[config.mk]
export PLATFORM = sky130hd
export DESIGN_NAME = ring_vc_arbiter
export DESIGN_NICKNAME = d
export VERILOG_FILES = /design/src/rtl/ring_router_pkg.sv /design/src/rtl/vc_rr_slot.sv /design/src/rtl/ring_vc_arbiter.sv
export SDC_FILE = /design/constraint.sdc
export NUM_CORES = 1
export LEC_CHECK = 0
export CAP_MARGIN = 15
export CORE_MARGIN = 1.5
export CORE_UTILIZATION = 30
export DETAILED_ROUTE_END_ITERATION = 10
export GPL_ROUTABILITY_DRIVEN = 0
export GPL_TIMING_DRIVEN = 0
export SYNTH_ARGS = -nofsm -noshare
export SYNTH_HDL_FRONTEND = slang
export SYNTH_SLANG_ARGS = --single-unit
[constraint.sdc]
create_clock -name clk -period 3.8 [get_ports clk]
set_input_delay 1.14 -clock clk [delete_from_list [all_inputs] [get_ports clk]]
set_output_delay 1.14 -clock clk [all_outputs]
set_load 0.02 [all_outputs]
[src/rtl/ring_router_pkg.sv]
// Shared ring-router types: flit geometry, VC identifiers, per-VC slot states, hop decrement.
package ring_router_pkg;

   localparam int DATA_WIDTH = 64;
   localparam int HOP_LSB    = 48;
   localparam int HOP_WIDTH  = 8;

   typedef enum logic {
      VC_EVEN = 1'b0,
      VC_ODD  = 1'b1
   } vc_e;

   typedef enum logic {
      SLOT_EMPTY = 1'b0,
      SLOT_FULL  = 1'b1
   } slot_state_e;

   // One-hot hop count: each traversed link shifts the marker one place down.
   function automatic logic [DATA_WIDTH-1:0] hop_dec(input logic [DATA_WIDTH-1:0] flit);
      logic [DATA_WIDTH-1:0] res;
      res = flit;
      res[HOP_LSB +: HOP_WIDTH] = flit[HOP_LSB +: HOP_WIDTH] >> 1;
      return res;
   endfunction

endpackage

[src/rtl/vc_rr_slot.sv]
// Round-robin arbiter plus one-flit buffer for a single virtual channel.
// ARB_FLOW_THROUGH_EN lets a draining slot accept its next flit in the same cycle.
//   state      | meaning
//   SLOT_EMPTY | buffer free, grants the round-robin winner
//   SLOT_FULL  | holding a flit until its polarity phase and out_ready
module vc_rr_slot
   import ring_router_pkg::*;
#(
   parameter int  NUM_REQ    = 3,
   parameter int  DATA_WIDTH = ring_router_pkg::DATA_WIDTH,
   parameter int  HOP_LSB    = ring_router_pkg::HOP_LSB,
   parameter int  HOP_WIDTH  = ring_router_pkg::HOP_WIDTH,
   parameter vc_e VC         = VC_EVEN
) (
   input  logic                          clk,
   input  logic                          rst_n,
   input  logic                          polarity_i,
   input  logic [NUM_REQ-1:0]            req_i,
   input  logic [NUM_REQ*DATA_WIDTH-1:0] data_i,
   input  logic                          out_ready_i,
   output logic [NUM_REQ-1:0]            grant_o,
   output logic                          drain_o,
   output logic [DATA_WIDTH-1:0]         drain_data_o
);

   localparam int PTR_W = (NUM_REQ > 1) ? $clog2(NUM_REQ) : 1;

   slot_state_e           state_q, state_d;
   logic [PTR_W-1:0]      rr_ptr_q, rr_ptr_d;
   logic [DATA_WIDTH-1:0] buf_q, buf_d;
   logic [PTR_W-1:0]      win_idx;
   logic                  found;
   logic                  load_ok;
   logic                  load;
   int                    idx;

   always_comb begin
      found   = 1'b0;
      win_idx = '0;
      idx     = 0;
      for (int k = 0; k < NUM_REQ; k++) begin
         idx = (int'(rr_ptr_q) + k) % NUM_REQ;
         if (!found && req_i[idx]) begin
            found   = 1'b1;
            win_idx = PTR_W'(idx);
         end
      end
   end

   always_comb begin
      state_d  = state_q;
      rr_ptr_d = rr_ptr_q;
      buf_d    = buf_q;
      grant_o  = '0;
      drain_o  = (state_q == SLOT_FULL) && out_ready_i && (polarity_i == 1'(VC));
`ifdef ARB_FLOW_THROUGH_EN
      load_ok  = (state_q == SLOT_EMPTY) || drain_o;
`else
      load_ok  = (state_q == SLOT_EMPTY);
`endif
      // Grant is suppressed during reset so no requester dequeues into a held-clear buffer.
      load     = load_ok && found && rst_n;
      if (drain_o) begin
         state_d = SLOT_EMPTY;
      end
      if (load) begin
         grant_o[win_idx] = 1'b1;
         state_d          = SLOT_FULL;
         buf_d            = data_i[int'(win_idx)*DATA_WIDTH +: DATA_WIDTH];
         rr_ptr_d         = PTR_W'((int'(win_idx) + 1) % NUM_REQ);
      end
   end

   always_ff @(posedge clk or negedge rst_n) begin
      if (!rst_n) begin
         state_q  <= SLOT_EMPTY;
         rr_ptr_q <= '0;
         buf_q    <= '0;
      end else begin
         state_q  <= state_d;
         rr_ptr_q <= rr_ptr_d;
         buf_q    <= buf_d;
      end
   end

   if (DATA_WIDTH == ring_router_pkg::DATA_WIDTH && HOP_LSB == ring_router_pkg::HOP_LSB &&
       HOP_WIDTH == ring_router_pkg::HOP_WIDTH) begin : g_pkg_hop
      assign drain_data_o = hop_dec(buf_q);
   end else begin : g_gen_hop
      always_comb begin
         drain_data_o = buf_q;
         drain_data_o[HOP_LSB +: HOP_WIDTH] = buf_q[HOP_LSB +: HOP_WIDTH] >> 1;
      end
   end

endmodule

[src/rtl/ring_vc_arbiter.sv]
// Ring router output-port scheduler: two per-VC slots sharing one registered link output.
// Optional macro ARB_FLOW_THROUGH_EN enables same-cycle drain-and-reload per VC.
module ring_vc_arbiter
   import ring_router_pkg::*;
#(
   parameter int NUM_REQ    = 3,
   parameter int DATA_WIDTH = ring_router_pkg::DATA_WIDTH,
   parameter int HOP_LSB    = ring_router_pkg::HOP_LSB,
   parameter int HOP_WIDTH  = ring_router_pkg::HOP_WIDTH
) (
   input  logic                          clk,
   input  logic                          rst,
   input  logic                          polarity,
   input  logic [NUM_REQ-1:0]            req_even,
   input  logic [NUM_REQ-1:0]            req_odd,
   input  logic [NUM_REQ*DATA_WIDTH-1:0] data_in_even,
   input  logic [NUM_REQ*DATA_WIDTH-1:0] data_in_odd,
   output logic [NUM_REQ-1:0]            grant_even,
   output logic [NUM_REQ-1:0]            grant_odd,
   input  logic                          out_ready,
   output logic                          out_send,
   output logic [DATA_WIDTH-1:0]         out_data
);

   logic                  drain_even, drain_odd;
   logic [DATA_WIDTH-1:0] drain_data_even, drain_data_odd;
   logic                  out_send_q, out_send_d;
   logic [DATA_WIDTH-1:0] out_data_q, out_data_d;

   vc_rr_slot #(
      .NUM_REQ(NUM_REQ), .DATA_WIDTH(DATA_WIDTH), .HOP_LSB(HOP_LSB),
      .HOP_WIDTH(HOP_WIDTH), .VC(VC_EVEN)
   ) u_slot_even (
      .clk(clk), .rst_n(rst), .polarity_i(polarity), .req_i(req_even),
      .data_i(data_in_even), .out_ready_i(out_ready), .grant_o(grant_even),
      .drain_o(drain_even), .drain_data_o(drain_data_even)
   );

   vc_rr_slot #(
      .NUM_REQ(NUM_REQ), .DATA_WIDTH(DATA_WIDTH), .HOP_LSB(HOP_LSB),
      .HOP_WIDTH(HOP_WIDTH), .VC(VC_ODD)
   ) u_slot_odd (
      .clk(clk), .rst_n(rst), .polarity_i(polarity), .req_i(req_odd),
      .data_i(data_in_odd), .out_ready_i(out_ready), .grant_o(grant_odd),
      .drain_o(drain_odd), .drain_data_o(drain_data_odd)
   );

   // Polarity makes the two drains mutually exclusive, so a simple priority mux suffices.
   always_comb begin
      out_send_d = drain_even || drain_odd;
      out_data_d = out_data_q;
      if (drain_even) begin
         out_data_d = drain_data_even;
      end else if (drain_odd) begin
         out_data_d = drain_data_odd;
      end
   end

   always_ff @(posedge clk or negedge rst) begin
      if (!rst) begin
         out_send_q <= 1'b0;
         out_data_q <= '0;
      end else begin
         out_send_q <= out_send_d;
         out_data_q <= out_data_d;
      end
   end

   assign out_send = out_send_q;
   assign out_data = out_data_q;

endmodule
### After elaboration in Yosys (flattened, before gate mapping)

Cells that the tools add are included.
Widths: inputs -> output; s select.

* div/mod/pow operators: 8
* magnitude comparators: 10
* add/subtract/negate cells: 6
* multiplexer cells: 42
* shift-type cells: 2
* bitwise gates (word level): 3
* reduce and logical (&&, ||, !) cells: 22

Operators with widths (number)
* $shiftx 192x9->64: 2
* $lt 32x4->1 const B: 6
* $mod 32x3->32 const B: 6
* $mux 64: 2
* $mod 3x3->32 const B: 2
* $mux 1: 24
* $logic_and 1x1->1: 14
* $add 2x1->3 const B: 4
* $bmux 1 s2: 6
* $mux 2: 6
* $add 2x2->3 const B: 2
* $lt 2x3->1 const B: 2
* $mux 3: 2
* $reduce_bool 2->1: 3
* $demux 1 s2: 2
* $ge 2x1->1 const B: 2
* $logic_not 1->1: 4
* $not 1->1: 3
* $logic_or 1x1->1: 1

* logic and storage cells: 101
* bits in registers: 199
* input bits: 394

### Longest topological paths before layout

Gate-level depths: netlist of the first run.

* depth in word-level cells: 16
* gate-level depth with buffers: 11
* mapped depth without buffers: 8

### Hierarchy

A second synthesis of the first run with hierarchy kept.

* cell total of the unflattened synthesis: 940
* area total of the unflattened synthesis: 10319.9 sq um

Modules (own cells, without submodules)
* vc_rr_slot (u_slot_odd): cells an instance 330, sequential area each 1651.6 sq um, area an instance 3754.9 sq um, instances 1
* vc_rr_slot (u_slot_even): cells an instance 331, sequential area each 1651.6 sq um, area an instance 3577.2 sq um, instances 1
* ring_vc_arbiter: cells an instance 279, sequential area each 1626.6 sq um, area an instance 2987.9 sq um, instances 1

### Worst setup path before layout of the first run

OpenSTA, ideal clock, no wires.

* path kind: input-to-output
* start point: input req_even[1]
* end point: output grant_even[2]
* arrival time: 2572 ps
* stages: 7
* required time: 2660 ps
* path buffers: 2
* path slack: 88 ps
* cell sequence: mux2i_1 -> o22ai_2 -> a311oi_1 -> a21oi_1 -> buf_4 -> buf_4 -> nor3_1

* cells in the longest elaborated chain, start to end: 15
* elaborated cells between the ends (all ways): 27
* those cells by class: order compare (2); mux (18); reduce/logical (7)

RTL lines
* start: declaration: line ring_vc_arbiter.sv:14 `input logic [NUM_REQ-1:0] req_even,`
* $bmux 1 s2: line vc_rr_slot.sv:43 `if (!found && req_i[idx]) begin`
* $mux 1 (implied by the code) (2 in series): line vc_rr_slot.sv:43
* $mux 1: line vc_rr_slot.sv:43
* $logic_not 1->1: line vc_rr_slot.sv:43
* $logic_and 1x1->1: line vc_rr_slot.sv:43
* $mux 1: line vc_rr_slot.sv:43
* $logic_not 1->1: line vc_rr_slot.sv:43
* $logic_and 1x1->1: line vc_rr_slot.sv:43
* $mux 2: line vc_rr_slot.sv:43
* $lt 2x3->1 (implied by the code) or $ge 2x1->1 (tied branches): line vc_rr_slot.sv:67 `grant_o[win_idx] = 1'b1;`
* $logic_and 1x1->1 (implied by the code): line vc_rr_slot.sv:67
* $mux 1 (implied by the code): line vc_rr_slot.sv:67
* $demux 1 s2
* $mux 3 *: line vc_rr_slot.sv:66 `if (load) begin`
* end: declaration: line ring_vc_arbiter.sv:18 `output logic [NUM_REQ-1:0] grant_even,`

Every way passes the cells marked *; elsewhere a longest branch is shown, timed or not. The select of a mux whose other input is x is not followed.

### Worst setup path in the final report of the first run

* start point: input req_odd[1]
* end point: output grant_odd[1]

* cells in the longest elaborated chain, start to end: 15
* elaborated cells between the ends (all ways): 27
* those cells by class: order compare (2); mux (18); reduce/logical (7)

RTL lines
* start: declaration: line ring_vc_arbiter.sv:15 `input logic [NUM_REQ-1:0] req_odd,`
* $bmux 1 s2: line vc_rr_slot.sv:43
* $mux 1 (implied by the code) (2 in series): line vc_rr_slot.sv:43
* $mux 1: line vc_rr_slot.sv:43
* $logic_not 1->1: line vc_rr_slot.sv:43
* $logic_and 1x1->1: line vc_rr_slot.sv:43
* $mux 1: line vc_rr_slot.sv:43
* $logic_not 1->1: line vc_rr_slot.sv:43
* $logic_and 1x1->1: line vc_rr_slot.sv:43
* $mux 2: line vc_rr_slot.sv:43
* $lt 2x3->1 (implied by the code) or $ge 2x1->1 (tied branches): line vc_rr_slot.sv:67
* $logic_and 1x1->1 (implied by the code): line vc_rr_slot.sv:67
* $mux 1 (implied by the code): line vc_rr_slot.sv:67
* $demux 1 s2
* $mux 3 *: line vc_rr_slot.sv:66
* end: declaration: line ring_vc_arbiter.sv:19 `output logic [NUM_REQ-1:0] grant_odd,`

Marked as above.

==> implementation parameters, run 1 <==
Parameter                              Value

Run status
  Run status    finished clean

Route
  Number of vias per cell after detailed routing    5.09
  Total detailed-routing wirelength    44,400 um
  Residual antenna-violating net count after detailed routing    0
  Detailed Routing Iterations Pass 1    7
  Number of violations reported at the end of detailed-routing iteration 0    531
  Avg WL per Cell    21.6 um
  Number of remaining DRC errors    0
  Via Count    10.5k

Synthesis
  Gate count after technology mapping    1,075
  Cell types occupying the most area after synthesis    sky130_fd_sc_hd__dfrtp_1 (47%), sky130_fd_sc_hd__mux2i_1 (12%), sky130_fd_sc_hd__nand2_1 (7.0%)
  Most used standard cell by instance count after synthesis    sky130_fd_sc_hd__dfrtp_1
  Share of the synthesized area in the top cell type    46.6%
  Part of the Yosys area used for sequential elements    46.6%
  Post-Synthesis Cell Area    10,500 um2
  Commonest cells in the netlist    sky130_fd_sc_hd__dfrtp_1 (196), sky130_fd_sc_hd__nand2_1 (195), sky130_fd_sc_hd__mux2i_1 (130)
  Commonest register cell after synthesis    sky130_fd_sc_hd__dfrtp_1
  Flip-flop and latch count after synthesis    196
  Number of enable-type register cells in the synthesized netlist    0
  Warning count from the yosys run    0
  Syn avg cell area    9.79 um2
  Post-synthesis async set-or-reset flop share    100%
  Nets in the synthesized netlist    1,477
  Post-synthesis cell type count    52
  Dominant cell type by area after synthesis    sky130_fd_sc_hd__dfrtp_1

Clock tree
  Clock tree from TritonCTS    done
  Total CTS buffers    17
  Maximum number of buffers from clock root to sink    2
  CTS sink cnt    196
  CTS hold repair buffers    0
  Clock network latency to the later pin of the worst-skew pair    0.44 ns
  Root cell of the clock tree    sky130_fd_sc_hd__clkbuf_16
  Clock H-tree levels    4
  Clock edge transition at the registers on the reported setup and hold paths    0.07 ns

Die
  Full die area    36,200 um2
  Die X-Extent    190 um
  Die Ht    190 um
  Core area    34,500 um2
  # rows    68
  I/O pin cnt    465
  Initial standard-cell utilization of the core    30.5%

Placement
  Sum of net half-perimeters after detailed placement    32,600 um
  Total instance count after detailed placement    1,988
  Number of buffer cells added on primary ports    457

Worst setup path
  Crit Path Category    input pin to primary output
  Worst setup startpoint    req_odd[1]
  Worst r2r dst    u_slot_even.buf_q[26]
  Type of destination of the critical path    primary output
  Data required time of the critical path    2.66 ns
  Sort of element at the start of the critical path    input pin
  Worst R2R Start    u_slot_even.rr_ptr_q[1]
  Crit path arrival time    2.58 ns
  Register-to-Register Setup Slack    0.59 ns
  Cell depth of the worst flop-to-flop path    11
  Largest fanout on the critical path    6

Job
  Number of max-cap violations    0

STA
  Max Clock Skew    0.0169 ns
  Least-Margin Pin Slew    0.852 ns
  Period utilisation layout    97.8%
  Highest Clock Rate    269 MHz
  Min Clock Period, post-route    3.72 ns
  Pins Over Slew Limit    0
  Slew HR    43.2%
  Final hold violation count    0
  Setup Viol. Count Final    0

Worst hold path
  Worst min-delay path startpoint    u_slot_odd.buf_q[57]
  Min-Delay Path Depth    2
  WHS Endpoint    u_slot_odd.buf_q[57]
  Min-Delay Path Class    register to register

Power and ir drop
  Worst vdd ir    0.393 mV
  Power density over the cells    773 nW/um2
  Post-layout total power    13.0 mW
  Leakage    7.26 nW

GRT
  Initial antenna violation count    0
  Largest net degree at the start of global routing    53
  Global routing met3 resource utilization    4.27%
  Tot GR Track Use    24.1%
  Number of global-route vias before repair    10.7k
  Grt ovf    0
  Met1 track utilization from global routing    31.0%
  Global routing usage on met2    41.0%
  Most used routing layer in global routing    met2
  Global-route wire length before repair    65,100 um

Final layout
  Net count reported at finish    1,986
  Number of non-filler instances in the completed layout    2,053
  Fraction of final layout cells sized beyond drive strength 1    12.9%
  Layout-stage area growth over the synthesis result    59.9%
  FILL cells    3,289
[stage by stage]
stage	area, um2	util (%)	setup TNS (ns)	hold WS, ns	setup slack [ns]
after global placement	15700	45.4	-2395.84	0.468	-8.61
after detailed placement	15700	45.4	-40.91	0.470	-1.54
after floorplan	10500	-	0	0.457	0.0876
final	16800	48.7	0	0.492	0.0831
after global routing	16800	48.7	-0.0181	0.517	-0.0181
after CTS	16700	48.3	0	0.495	0.0129
[report_power, final]
part | internal, mW | total (mW) | switching (mW)
registers | 3.10 | 3.70 | 0.603
clock network | 0.876 | 1.81 | 0.931
logic | 3.43 | 7.49 | 4.07
[worst max path at each step]
stage	end	slack, ns
floorplan	grant_even[2]	0.09
global placement	grant_odd[2]	-8.61
detailed placement	grant_even[2]	-1.54
CTS	grant_even[1]	0.01
global route	grant_even[1]	-0.02
finish	grant_odd[1]	0.08
[registers in the layout, indices dropped and copies added, names as in the netlist]
name / count
u_slot_odd.buf_q: 63
u_slot_odd.state_q: 1
u_slot_even.buf_q: 63
u_slot_even.rr_ptr_q: 2
u_slot_even.state_q: 1
out_data: 63
u_slot_odd.rr_ptr_q: 2
out_send: 1
[cell families (layout without fill, tap and decap cells)]
kind of cell / after synthesis / count (layout) / synth area share [%]
simple gates: 358 / 358 / 14.3
compound gates: 281 / 281 / 20.5
flops: 196 / 196 / 46.6
mux: 131 / 131 / 12.5
buf+inv: 100 / 622 / 5.02
fa+ha+maj: 8 / 8 / 0.951
other cells: 1 / 2 / 0.0356
[metal layers]
layer / share of wire [%] / wire length, um
met5: 0 / 0
met4: 2.7 / 1210
met3: 5.0 / 2240
met2: 49 / 21700
met1: 43 / 19200
[cell type report]
cell class              count  area (um2)  share of cell area [%]
diodes                      1        2.50                  0.0149
plain buffers              85         482                    2.86
clock buffers              18         429                    2.55
clock inverters            14         140                   0.833
inverters                  10        37.5                   0.223
multi-input cells         779        5290                    31.4
flip-flops and latches    196        4910                    29.2
well taps                 455         569                    3.38
repair buffers            495        4970                    29.5
[cell usage in the layout (no fill, tap or decap), types with 44 or more instances in the layout]
master | Yosys | routed
sky130_fd_sc_hd__clkdlybuf4s50_1 | 0 | 444
sky130_fd_sc_hd__mux2i_1 | 130 | 128
sky130_fd_sc_hd__nand3_1 | 66 | 66
sky130_fd_sc_hd__buf_4 | 12 | 44
sky130_fd_sc_hd__o211ai_2 | 50 | 50
sky130_fd_sc_hd__a22oi_1 | 64 | 64
sky130_fd_sc_hd__a31oi_1 | 62 | 62
sky130_fd_sc_hd__nand2_1 | 195 | 195
sky130_fd_sc_hd__nor2_1 | 72 | 71
sky130_fd_sc_hd__dfrtp_1 | 196 | 195
[timing repair]
action / 4_1_cts / 5_1_grt
endpoints found under the setup margin: 48 / 6
cloned: 4 / 0
resized for setup: 84 / 28
buffers inserted: 20 / 13
pin swaps: 10 / 9
[worst max-delay path, cell delays in order]
cell and delay (ns):
sky130_fd_sc_hd__buf_4 0.15, sky130_fd_sc_hd__mux2i_1 0.28, sky130_fd_sc_hd__o21bai_4 0.12, sky130_fd_sc_hd__o31ai_4 0.26, sky130_fd_sc_hd__nand2b_4 0.17, sky130_fd_sc_hd__buf_6 0.10, sky130_fd_sc_hd__nor2_1 0.04, sky130_fd_sc_hd__and2_1 0.16
sky130_fd_sc_hd__buf_4 0.15
No activity file was read; power rests on OpenSTA's default activity.
==> run 2, diff against run 1 <==
--- a/constraint.sdc
+++ b/constraint.sdc
@@ -3,2 +3,2 @@
 set_output_delay 1.14 -clock clk [all_outputs]
-set_load 0.02 [all_outputs]
+set_load 0.05 [all_outputs]
==> implementation parameters, run 2 (synthesized netlist as in run 1, its figures left out) <==
Parameter                              Value

Run status
  Run status    finished clean

STA
  Max Clock Skew    0.0219 ns
  Slew HR    48.1%
  Min Clock Period, post-route    3.78 ns
  Pins Over Slew Limit    0
  Final hold violation count    0
  Setup Viol. Count Final    0
  Period utilisation layout    99.5%
  Highest Clock Rate    264 MHz
  Least-Margin Pin Slew    0.778 ns
  Post-route worst setup slack    0.0171 ns

Final layout
  Layout-stage area growth over the synthesis result    59.4%
  Commonest non-fill, non-tap cells in the layout    sky130_fd_sc_hd__clkdlybuf4s50_1 (444), sky130_fd_sc_hd__nand2_1 (195), sky130_fd_sc_hd__dfrtp_1 (195), sky130_fd_sc_hd__mux2i_1 (128), sky130_fd_sc_hd__nor2_1 (68)
  FILL cells    3,276
  Sequential cell area    4910 um2
  Net count reported at finish    1,977
  Fraction of final layout cells sized beyond drive strength 1    12.5%
  Post-route core utilization    48.6%
  Area taken by multi-input logic gates    5270 um2
  Most common library cell in the layout ignoring fill and taps    sky130_fd_sc_hd__clkdlybuf4s50_1

Power and ir drop
  Internal power    7.49 mW
  Worst vdd ir    0.389 mV
  Clock share of power    13.9%
  Switching portion of total power    45.7%
  Power dissipated by switching net loads    6.31 mW
  Proportion of power drawn by flip-flops and latches    26.9%
  Leakage    7.21 nW
  Power density over the cells    822 nW/um2
  Share of total power in combinational logic    59.2%

GRT
  Largest net degree at the start of global routing    54
  Tot GR Track Use    24.1%
  Number of global-route vias before repair    10.8k
  Global-route wire length before repair    65,700 um
  Initial antenna violation count    1
  Grt ovf    0

Job
  Number of max-cap violations    0

Worst setup path
  Critical path endpoint    grant_odd[0]
  CP max stage delay    0.44 ns
  Cell breakdown of the critical path    buf_4, and3b_2, buf_4, a32o_2, or3_4, nor2_4, buf_8
  Depth of the critical timing path with buffers and inverters included    7
  Cell depth of the worst flop-to-flop path    11
  Data required time of the critical path    2.66 ns
  Crit path arrival time    2.64 ns
  Cell class contributing the biggest share of worst-path delay    simple AND/OR/NAND/NOR gates
  Worst r2r dst    u_slot_even.buf_q[22]
  Register-to-Register Setup Slack    0.57 ns
  Buffers plus inverters on the worst setup path    3
  Largest fanout on the critical path    4
  Sort of element at the start of the critical path    input pin
  Crit Path Category    input pin to primary output
  Worst R2R Start    u_slot_even.rr_ptr_q[1]
  Cell with the most instances on the worst path    sky130_fd_sc_hd__buf_4
  Worst setup startpoint    req_odd[2]
  Crit path max-delay cell type    sky130_fd_sc_hd__or3_4
  Type of destination of the critical path    primary output

Placement
  Number of buffer cells added on primary ports    457
  Sum of net half-perimeters after detailed placement    32,600 um
  Minimum setup slack after placement    -1.74 ns

Route
  Detailed Routing Iterations Pass 1    5
  Avg WL per Cell    21.8 um
  Total detailed-routing wirelength    44,600 um
  Via Count    10.5k
  Number of vias per cell after detailed routing    5.12
  Number of violations reported at the end of detailed-routing iteration 0    493
  Number of remaining DRC errors    0
  Residual antenna-violating net count after detailed routing    0

Die
  Die Ht    190 um
  I/O pin cnt    465
  # rows    68
  Initial standard-cell utilization of the core    30.5%
  Core area    34,500 um2
  Full die area    36,200 um2
  Die X-Extent    190 um

Clock tree
  Clock tree from TritonCTS    done
  CTS hold repair buffers    0
  Clock edge transition at the registers on the reported setup and hold paths    0.07 ns
  Maximum number of buffers from clock root to sink    2
  Clock H-tree levels    4
  Root cell of the clock tree    sky130_fd_sc_hd__clkbuf_16
  CTS sink cnt    196
  Clock network latency to the later pin of the worst-skew pair    0.45 ns
  Total CTS buffers    17

Worst hold path
  Min-Delay Path Class    register to register
  Worst min-delay path startpoint    u_slot_odd.buf_q[35]
==> run 2: changes by cell type in the layout (fill, tap and decap cells not counted), sizes merged <==
cell / previous run / this run
clkbuf: 65 / 69
clkinvlp: 0 / 2
bufbuf: 4 / 3
buf: 84 / 75
inv: 18 / 12
clkinv: 6 / 4
clkdlybuf4s15: 1 / 0
bufinv: 0 / 3
==> run 2: how the worst min path moves through the flow <==
stage                            to  cells past startpoint  slack [ns]
5_1_grt        u_slot_odd.buf_q[52]                      2        0.51
3_3_place_gp   u_slot_odd.buf_q[58]                      2        0.47
2_1_floorplan   u_slot_odd.buf_q[0]                      2        0.46
6_report       u_slot_odd.buf_q[35]                      2        0.49
4_1_cts        u_slot_odd.buf_q[44]                      2        0.49
3_5_place_dp   u_slot_odd.buf_q[49]                      2        0.47
==> run 2: repair_timing <==
item                       CTS  global route
setup endpoints to repair   39             6
buffers inserted            14            12
pin swaps                   11            10
resized for setup           94            27
gates cloned                 3             1
==> run 2: final cells by class <==
cell class	count	share of cell area, %
diodes	1	0.0149
plain buffers	83	2.78
clock buffers	20	2.66
clock inverters	11	0.895
inverters	10	0.224
multi-input cells	779	31.4
flip-flops and latches	196	29.2
well taps	455	3.39
repair buffers	488	29.4
==> run 2: tightest hold or removal path, delay by kind of cell, from the launching register on <==
kind	cells	cell delay, ns
AO/OA/AOI/OAI	1	0.05
flip-flops	1	0.34
AND/OR/NAND/NOR	1	0.06
==> run 2: layer usage <==
metal	global-route usage, %	up-vias	share of wire (%)
li1	-	4884	-
met1	30.3	5139	42
met2	42.3	378	50
met3	4.16	49	6.0
met4	6.90	0	2.1
met5	0	-	0
==> run 2: power groups by stage <==
stage	registers (mW)	clock network, mW	logic [mW]
after floorplan	4.77	0	3.97
after detailed placement	3.72	0	7.73
after global routing	3.83	2.03	8.71
after CTS	3.70	1.96	8.04
after global placement	3.70	0	7.65
final	3.71	1.92	8.16
==> run 2: metrics by stage <==
| stage | power [mW] | instance area, um2 | cells | setup TNS [ns] | hold slack, ns |
|---|---|---|---|---|---|
| after floorplan | 8.75 | 10500 | 1075 | -0.0664 | 0.457 |
| after global placement | 11.4 | 15700 | 1987 | -2391.27 | 0.470 |
| after detailed placement | 11.5 | 15700 | 1988 | -44.02 | 0.470 |
| after CTS | 13.7 | 16600 | 2032 | 0 | 0.493 |
| after global routing | 14.6 | 16800 | 2042 | -0.106 | 0.513 |
| final | 13.8 | 16800 | 2043 | 0 | 0.489 |
==> run 3, diff against run 2 <==
CORE_AREA = 2 2 180 182   (was unset)
CORE_MARGIN = unset   (was 1.5)
CORE_UTILIZATION = unset   (was 30)
DIE_AREA = 0 0 182 184   (was unset)
PLACE_DENSITY = 0.66   (was unset)
==> implementation parameters, run 3 (synthesized netlist as in run 1, its figures left out) <==
Parameter                              Value

Placement
  Placed cell areas    15,600 um2
  Minimum setup slack after placement    -1.64 ns
  Number of buffer cells added on primary ports    457
  Total instance count after detailed placement    1,935
  Sum of net half-perimeters after detailed placement    32,700 um

Worst setup path
  CP max stage delay    0.27 ns
  Buffers plus inverters on the worst setup path    3
  Crit path arrival time    2.60 ns
  Data required time of the critical path    2.66 ns
  Crit Path Category    input pin to primary output
  Type of destination of the critical path    primary output
  Cell depth of the worst flop-to-flop path    11
  Sort of element at the start of the critical path    input pin
  Worst r2r dst    u_slot_even.buf_q[28]
  Crit path max-delay cell type    sky130_fd_sc_hd__a21oi_2
  Largest fanout on the critical path    6
  Cell breakdown of the critical path    clkbuf_4, mux2i_2, o22ai_2, buf_4, nor2b_1, o21ai_1, a21oi_2, and2_4, buf_8
  Cell class contributing the biggest share of worst-path delay    compound AO/OA/AOI/OAI gates
  Worst R2R Start    u_slot_even.rr_ptr_q[0]
  Register-to-Register Setup Slack    0.69 ns

GRT
  Number of global-route vias before repair    10.8k
  Largest net degree at the start of global routing    56
  Initial antenna violation count    2
  Tot GR Track Use    25.6%
  Grt ovf    0
  Global-route wire length before repair    64,700 um

Clock tree
  Maximum number of buffers from clock root to sink    2
  Clock network latency to the later pin of the worst-skew pair    0.44 ns
  Total CTS buffers    17
  Clock tree from TritonCTS    done
  CTS hold repair buffers    0
  Root cell of the clock tree    sky130_fd_sc_hd__clkbuf_16
  Clock H-tree levels    4
  CTS sink cnt    196
  Clock edge transition at the registers on the reported setup and hold paths    0.08 ns

STA
  Setup Viol. Count Final    0
  Max Clock Skew    0.0141 ns
  Post-route worst setup slack    0.0566 ns
  Period utilisation layout    98.5%
  Setup repair after global routing missed its margin    true
  Least-Margin Pin Slew    0.798 ns
  Pins Over Slew Limit    0
  Slew HR    46.8%
  Highest Clock Rate    267 MHz
  Final hold violation count    0
  Min Clock Period, post-route    3.74 ns

Final layout
  Commonest non-fill, non-tap cells in the layout    sky130_fd_sc_hd__clkdlybuf4s50_1 (444), sky130_fd_sc_hd__dfrtp_1 (195), sky130_fd_sc_hd__nand2_1 (194), sky130_fd_sc_hd__mux2i_1 (126), sky130_fd_sc_hd__nor2_1 (70)
  Net count reported at finish    1,981
  Number of non-filler instances in the completed layout    1,995
  Post-route core utilization    53.1%
  Fraction of final layout cells sized beyond drive strength 1    12.4%
  Most common library cell in the layout ignoring fill and taps    sky130_fd_sc_hd__clkdlybuf4s50_1
  Total non-filler cell area in the finished layout    16,700 um2
  Layout-stage area growth over the synthesis result    58.5%

Route
  Number of vias per cell after detailed routing    5.33
  Topmost layer with routed signal wires    met5
  Detailed Routing Iterations Pass 1    5
  Total detailed-routing wirelength    44,600 um
  Routed wl met3    2580 um
  Avg WL per Cell    22.3 um
  Number of violations reported at the end of detailed-routing iteration 0    831
  Number of remaining DRC errors    0
  Via Count    10.6k
  Total length of routed met2 wires    22,700 um
  Sum of routed wire segments on met1    18,500 um
  Residual antenna-violating net count after detailed routing    0

Power and ir drop
  Power dissipated by switching net loads    6.42 mW
  Internal power    7.34 mW
  Worst vdd ir    0.357 mV
  Proportion of power drawn by flip-flops and latches    27.0%
  Switching portion of total power    46.6%
  Leakage    7.20 nW
  Power density over the cells    825 nW/um2
  Share of total power in combinational logic    59.7%
  Clock share of power    13.3%

Die
  Full die area    33,500 um2
  I/O pin cnt    465
  Die Ht    184 um
  Core area    31,400 um2
  # rows    65
  Die X-Extent    182 um
  Initial standard-cell utilization of the core    33.5%

Job
  Number of max-cap violations    0

Run status
  Run status    finished clean

Worst hold path
  WHS Endpoint    u_slot_odd.buf_q[3]
  Min-Delay Path Depth    2
  Min-Delay Path Class    register to register
  Worst min-delay path startpoint    u_slot_odd.buf_q[3]
-- run 3: area by class of cell --
class                           instances  area [um2]
Antenna cell                            1        2.50
Buffer                                 85         489
Clock buffer                           19         433
Clock inverter                         13         135
Fill cell                            2862       14700
Inverter                               10        37.5
Multi-Input combinational cell        779        5260
Sequential cell                       196        4910
Tap cell                              402         503
Timing Repair Buffer                  490        4910
-- run 3: worst register-to-register path: cells and delay by family (launching register included) --
family / cells / cell delay [ns]
AND/OR/NAND/NOR: 2 / 0.67
flip-flops: 1 / 0.42
adder cells (fa/ha/maj): 1 / 0.42
buffers and inverters: 4 / 0.95
AO/OA/AOI/OAI: 4 / 0.58
-- run 3: worst max path at each step --
stage                                      start  cells past startpoint            end  slack (ns)
after CTS                            req_even[0]                      8  grant_even[0]       -0.02
after global routing      u_slot_odd.rr_ptr_q[0]                     10   grant_odd[1]       -0.06
after detailed placement                     rst                      8   grant_odd[2]       -1.64
final                                 req_odd[1]                      9   grant_odd[1]        0.06
after floorplan                      req_even[1]                      7  grant_even[2]       -0.07
after global placement                       rst                      7   grant_odd[2]       -8.47
-- run 3: power by group through the flow --
stage                     clock network, mW  logic, mW  registers, mW
after global placement                    0       7.60           3.70
after floorplan                           0       3.97           4.77
after global routing                   1.92       8.75           3.82
after detailed placement                  0       7.70           3.73
after CTS                              1.85       8.04           3.70
final                                  1.82       8.22           3.72
-- run 3: routing by layer --
metal | track usage (%) | up-vias
met5 | 0 | -
met4 | 6.68 | 2
met3 | 4.20 | 40
met2 | 44.5 | 394
met1 | 33.1 | 5297
li1 | - | 4891
-- run 3: timing repair --
action                                 CTS  global route
endpoints found under the hold margin    0             0
setup endpoints to repair                6             6
pin swaps                               10             6
gates resized for setup                 91            24
cloned                                   2             1
setup buffers                           16            13
-- run 3: through the flow --
step           TNS [ns]  hold slack [ns]  power [mW]
4_1_cts         -0.0158            0.493        13.6
6_report              0            0.493        13.8
3_5_place_dp     -12.32            0.471        11.4
3_3_place_gp   -2304.24            0.469        11.3
5_1_grt         -0.0645            0.507        14.5
2_1_floorplan   -0.0664            0.457        8.75
